**src/rtl/sequence_framer_pkg.sv**
```systemverilog
// Shared constants, FSM state type and word-count helper for the sequence framer.
package sequence_framer_pkg;

  localparam int NUM_STREAMS       = 32;
  localparam int MAX_PAYLOAD_BYTES = 37;
  localparam int HDR_BYTES         = 8;
  localparam int WORD_BYTES        = 4;
  localparam int STREAM_AW         = $clog2(NUM_STREAMS);
  localparam int MAX_WORDS         = (MAX_PAYLOAD_BYTES + WORD_BYTES - 1) / WORD_BYTES;

  typedef enum logic [1:0] {
    IDLE      = 2'd0,
    SEND_HDR  = 2'd1,
    SEND_SEQ  = 2'd2,
    SEND_DATA = 2'd3
  } state_t;

  // Number of 32-bit data words needed for n payload bytes.
  function automatic logic [3:0] num_words(input logic [5:0] n);
    logic [6:0] w_sum;
    w_sum = 7'(n) + 7'd3;
    return w_sum[5:2];
  endfunction

endpackage

```
**src/rtl/sequence_framer_seq_table.sv**
```systemverilog
// Per-stream 32-bit sequence counters: one async read port, one sync write port, async clear.
module seq_table
  import sequence_framer_pkg::*;
(
  input  logic                 i_clk,
  input  logic                 i_rst,
  input  logic [STREAM_AW-1:0] i_rd_addr,
  output logic [31:0]          o_rd_data,
  input  logic                 i_wr_en,
  input  logic [STREAM_AW-1:0] i_wr_addr,
  input  logic [31:0]          i_wr_data
);

  logic [31:0] r_mem [NUM_STREAMS];

  always_ff @(posedge i_clk or posedge i_rst) begin
    if (i_rst) begin
      for (int i = 0; i < NUM_STREAMS; i++) r_mem[i] <= '0;
    end else if (i_wr_en) begin
      r_mem[i_wr_addr] <= i_wr_data;
    end
  end

  assign o_rd_data = r_mem[i_rd_addr];

endmodule

```
**src/rtl/sequence_framer.sv**
```systemverilog
// Frames a payload as header word, sequence word and byte-packed data words,
// with a per-stream sequence counter held in seq_table.
module sequence_framer
  import sequence_framer_pkg::*;
(
  input  logic          clk,
  input  logic          reset,
  input  logic [0:295]  payloadIn,
  input  logic [5:0]    payloadIn_bytes,
  input  logic [15:0]   payloadIn_stream,
  input  logic          payloadIn_val,
  output logic          payloadIn_ready,
  output logic [31:0]   dataOut,
  output logic          dataOut_val,
  input  logic          dataOut_ready,
  output logic          dataOut_last,
  output logic          lengthError
);

  localparam int PAD_BITS = MAX_WORDS * WORD_BYTES * 8;

  state_t                 r_state;
  logic [3:0]             r_widx;
  logic [0:PAD_BITS-1]    r_payload;
  logic [5:0]             r_bytes;
  logic [STREAM_AW-1:0]   r_stream_idx;
  logic [31:0]            r_seq;

  logic                   w_accept;
  logic                   w_len_ok;
  logic [31:0]            w_rd_data;
  logic                   w_tbl_we;
  logic [3:0]             w_nwords;
  logic [3:0]             w_word_idx;
  logic [31:0]            w_word;
  logic                   w_word_last;

  assign payloadIn_ready = (r_state == IDLE);
  assign w_accept        = payloadIn_val && payloadIn_ready;
  assign w_len_ok        = (payloadIn_bytes != 6'd0) &&
                           (payloadIn_bytes <= 6'(MAX_PAYLOAD_BYTES));
  assign w_nwords        = num_words(r_bytes);
  // The counter write-back happens while the header is on the bus; the next read is at least three cycles away.
  assign w_tbl_we        = (r_state == SEND_HDR);

  seq_table u_table (
    .i_clk     (clk),
    .i_rst     (reset),
    .i_rd_addr (payloadIn_stream[STREAM_AW-1:0]),
    .o_rd_data (w_rd_data),
    .i_wr_en   (w_tbl_we),
    .i_wr_addr (r_stream_idx),
    .i_wr_data (r_seq)
  );

  always_ff @(posedge clk) begin
    if (w_accept) begin
      r_payload    <= {payloadIn, 24'h0};
      r_bytes      <= payloadIn_bytes;
      r_stream_idx <= payloadIn_stream[STREAM_AW-1:0];
      r_seq        <= w_rd_data + 32'd1;
    end
  end

  // Next data word to present: word 0 when leaving SEND_SEQ, else the one after the current word.
  always_comb begin
    w_word_idx = (r_state == SEND_SEQ) ? 4'd0 : r_widx + 4'd1;
    w_word     = '0;
    for (int l = 0; l < WORD_BYTES; l++) begin
      logic [5:0] b;
      b = {w_word_idx, 2'b00} + 6'(l);
      if ((b < r_bytes) && (b < 6'(MAX_WORDS * WORD_BYTES)))
        w_word[31-8*l -: 8] = r_payload[8*b +: 8];
    end
    w_word_last = (w_word_idx == w_nwords - 4'd1);
  end

  always_ff @(posedge clk or posedge reset) begin
    if (reset) begin
      r_state      <= IDLE;
      r_widx       <= '0;
      dataOut      <= '0;
      dataOut_val  <= 1'b0;
      dataOut_last <= 1'b0;
      lengthError  <= 1'b0;
    end else begin
      lengthError <= 1'b0;
      case (r_state)
        IDLE: begin
          if (payloadIn_val) begin
            if (w_len_ok) begin
              r_state      <= SEND_HDR;
              dataOut      <= {16'(payloadIn_bytes) + 16'(HDR_BYTES), payloadIn_stream};
              dataOut_val  <= 1'b1;
              dataOut_last <= 1'b0;
            end else begin
              lengthError <= 1'b1;
            end
          end
        end
        SEND_HDR: begin
          if (dataOut_ready) begin
            r_state <= SEND_SEQ;
            dataOut <= r_seq;
          end
        end
        SEND_SEQ: begin
          if (dataOut_ready) begin
            r_state      <= SEND_DATA;
            r_widx       <= '0;
            dataOut      <= w_word;
            dataOut_last <= w_word_last;
          end
        end
        SEND_DATA: begin
          if (dataOut_ready) begin
            if (dataOut_last) begin
              r_state      <= IDLE;
              dataOut      <= '0;
              dataOut_val  <= 1'b0;
              dataOut_last <= 1'b0;
            end else begin
              r_widx       <= r_widx + 4'd1;
              dataOut      <= w_word;
              dataOut_last <= w_word_last;
            end
          end
        end
        default: r_state <= IDLE;
      endcase
    end
  end

endmodule

```
**config.mk**
```make
export PLATFORM = sky130hd
export DESIGN_NAME = sequence_framer
export DESIGN_NICKNAME = d
export VERILOG_FILES = /design/src/rtl/sequence_framer_pkg.sv /design/src/rtl/sequence_framer_seq_table.sv /design/src/rtl/sequence_framer.sv
export SDC_FILE = /design/constraint.sdc
export NUM_CORES = 2
export LEC_CHECK = 0
export CAP_MARGIN = 0
export CORE_AREA = 2 2 346 348
export CTS_BUF_LIST = sky130_fd_sc_hd__clkbuf_8
export DETAILED_ROUTE_END_ITERATION = 10
export DIE_AREA = 0 0 348 350
export PLACE_DENSITY = 0.72
export SETUP_SLACK_MARGIN = 0.4
export SLEW_MARGIN = 20
export SYNTH_ARGS = -nofsm -noshare
export SYNTH_HDL_FRONTEND = slang
export SYNTH_SLANG_ARGS = --single-unit
export TNS_END_PERCENT = 30
```
**constraint.sdc**
```tcl
create_clock -name clk -period 80.4 [get_ports clk]
set_clock_uncertainty 0.15 [all_clocks]
set_input_delay 12.06 -clock clk [delete_from_list [all_inputs] [get_ports clk]]
set_output_delay 12.06 -clock clk [all_outputs]
set_load 0.02 [all_outputs]
```
==> key figures <==
Run status
  – Outcome: complete, no violations

Layout
  – # fillers: 8,747
  – Commonest non-fill, non-tap cell in the layout: dfrtp_1
  – Sequential cell area: 0.0368 mm2
  – Fin nets: 4,447
  – Multi-input gate area: 0.0237 mm2
  – Final std cells w/o fill: 5,849
  – Fin area: 0.0715 mm2
  – Core Util, Final: 60.7%
  – Syn-to-layout area delta: 15.2%
  – Layout cell share with drive strength beyond 1: 42.1%
  – Commonest non-fill, non-tap cells in the layout: 1,065 x dfrtp_1, 1,028 x mux2_2, 354 x clkdlybuf4s50_1

Critical path
  – Critical path capture point type: flip-flop
  – Slowest CP cell: buf_4
  – WS Path Type: primary input to flip-flop
  – Cell Chain, Critical Path: buf_8 -> buf_12 -> buf_4 -> mux4_1 -> o22ai_1 -> or4_4 -> or4b_4 -> nor4_4 -> nand4_1 -> xnor2_1
  – WP data arrival: 16.89 ns
  – Worst path top cell family by delay: simple AND/OR/NAND/NOR gates
  – Req. time, crit path: 80.90 ns
  – Startpoint Class: primary input
  – Max FO, Critical Path: 103
  – CP bufs+invs: 3
  – CP max stage delay: 0.73 ns
  – Reg2reg setup slack: 75.17 ns

Detailed routing
  – Drt first pass iters: 5
  – Vias: 35,900
  – Final antenna-violating net count: 0
  – Vias/cell: 6.13
  – Final wirelength: 167 mm
  – Iteration-0 DRC Markers: 3,088
  – Wire length per cell: 28.5 um
  – # DRC: 0

Clocking
  – Clk_lat worst skew: 0.95 ns
  – Resize count post-CTS: 0
  – Clock transition at the registers of the reported paths: 0.07 ns
  – Postcts setup bufs: 0
  – Clock Path Buffers: 3
  – Hold buffers post-CTS: 0
  – Sink Count: 1,404
  – CTS Buf Count: 221
  – CTS tree: yes
  – CTS H-tree lvls: 4
  – Root Buffer: clkbuf_8

Pwr
  – VDD IR-drop max: 0.0234 mV
  – P_leak: 30.8 nW
  – Pwr Total: 0.00247 W
  – Power Dens Cells: 34.5 mW/mm2

STA
  – Worst slew pin tran: 1.11 ns
  – Max Clk Rate: 61.0 MHz
  – Slew headroom: 26.1%
  – Final worst path period share: 20.4%
  – Setup TNS Final: 0 ns
  – Slew Limit Fails: 0
  – RSZ-0062 raised after global routing: false
  – Final setup viols: 0
  – Final Critical Period: 16.39 ns
  – Final Hold Vio Count: 0

Die
  – Die area: 0.122 mm2
  – Die Y: 350 um
  – Site row count: 126
  – Core box area: 0.118 mm2
  – Starting Density: 52.7%
  – Die X: 348 um
  – # IOs: 358

Place
  – IO buf count: 357
  – Final HPWL DP: 101 mm
  – Placed cell areas: 0.0670 mm2
  – Placed instance count: 5,422
  – Placer Congestion: 0.835

Synthesis
  – Yosys Warn Count: 0
  – Avg Cell Area, Syn: 16.5 um2
  – Mapped cell area: 0.0620 mm2
  – Sequential area share after synthesis: 59.4%
  – Cell count after synthesis: 3,751
  – Syn_nets: 4,086
  – Yosys reg bits: 1,404
  – Number of flops mapped to enable cells by yosys: 339
  – Post-synthesis cell type count: 67
  – Dominant cell type by area after synthesis: dfrtp_1
  – Ys flop type: dfrtp_1
  – Synth top area share: 43.0%
  – Top post-synthesis cells by area: dfrtp_1 43%, mux2_2 19%, edfxtp_1 16%, mux4_2 11%, mux2i_1 1.6%
  – Post-synth ARST share: 75.9%

Global routing
  – Grt ovf: 0
  – Total GRT Usage: 27.7%
  – Vias in the first global route: 37,700
  – Initial antenna violation count: 16
  – First-pass GRT wire length: 247 mm
  – Largest net degree at the start of global routing: 114

Job
  – Max_cap viols: 0

Min path
  – Hold Path Class: flip-flop to flip-flop
==> tightest hold or removal path, stage by stage, from the launching register on <==
cell and delay, ns:
dfrtp_1 0.34, nand2_1 0.05, nand2_1 0.06
==> sequential cells by signal (all words and copies together) (netlist names) <==
register,flops
lengthError,1
r_widx,4
u_table.r_mem,1024
r_stream_idx,5
r_state,2
dataOut,32
r_bytes,6
r_seq,32
dataOut_last,1
r_payload,296
dataOut_val,1
==> metal layers <==
layer	global-route usage, %	wire (um)	up-vias
met5	0	49	-
met4	10.7	5750	8
met3	6.63	11600	352
met2	44.3	80100	1337
met1	37.1	69100	19100
li1	-	-	15000
==> Yosys cell counts (39+ instances only) <==
cell type	number
nand3_1	44
mux2i_1	97
nor2_1	47
edfxtp_1	339
dfrtp_1	1065
buf_1	61
clkbuf_1	186
mux4_2	307
mux2_2	1028
o22ai_1	39
o21ai_0	46
nand2_1	79
==> cell type report <==
class	count	share of cell area [%]
sequential	1404	51.5
multi-input combinational	2008	33.2
timing repair buffer	461	6.22
clock buffer	261	5.02
tap	1536	2.69
clock inverter	148	1.18
inverter	16	0.0945
antenna	15	0.0525
==> through the flow <==
| step | setup slack (ns) | hold WS [ns] |
|---|---|---|
| floorplan | 38.21 | 0.320 |
| global placement | 63.02 | 0.309 |
| detailed placement | 63.01 | 0.312 |
| CTS | 64.03 | 0.329 |
| global route | 63.66 | 0.353 |
| finish | 64.01 | 0.332 |
==> path summary, 6_finish.rpt <==
| path | startpoint | endpoint | cells past startpoint |
|---|---|---|---|
| max in group asynchronous | reset | u_table.r_mem[529] | 6 |
| min in group asynchronous | reset | u_table.r_mem[570] | 2 |
| min reg2reg | dataOut[3] | dataOut[3] | 2 |
| max | payloadIn_stream[0] | r_seq[21] | 10 |
| min | dataOut[3] | dataOut[3] | 2 |
| max reg2reg | r_state[1] | r_payload[202] | 7 |
==> power by group <==
group          internal, W  switching [W]  total (W)  leakage, nW
Combinational     0.000397       0.000330   0.000728         11.1
Clock             0.000315       0.000288   0.000603         2.62
Sequential         0.00100       0.000135    0.00114         17.1
Total              0.00171       0.000754    0.00247         30.8
==> kinds of logic after synthesis <==
group	Yosys count	share of synthesized area (%)
adder cells (fa/ha/maj)	13	0.262
buffers and inverters	339	2.70
flip-flops	1404	59.4
AO/OA/AOI/OAI	210	2.28
AND/OR/NAND/NOR	288	2.46
multiplexers	1455	32.3
XOR/XNOR	42	0.593
No activity file was read; power rests on OpenSTA's default activity.
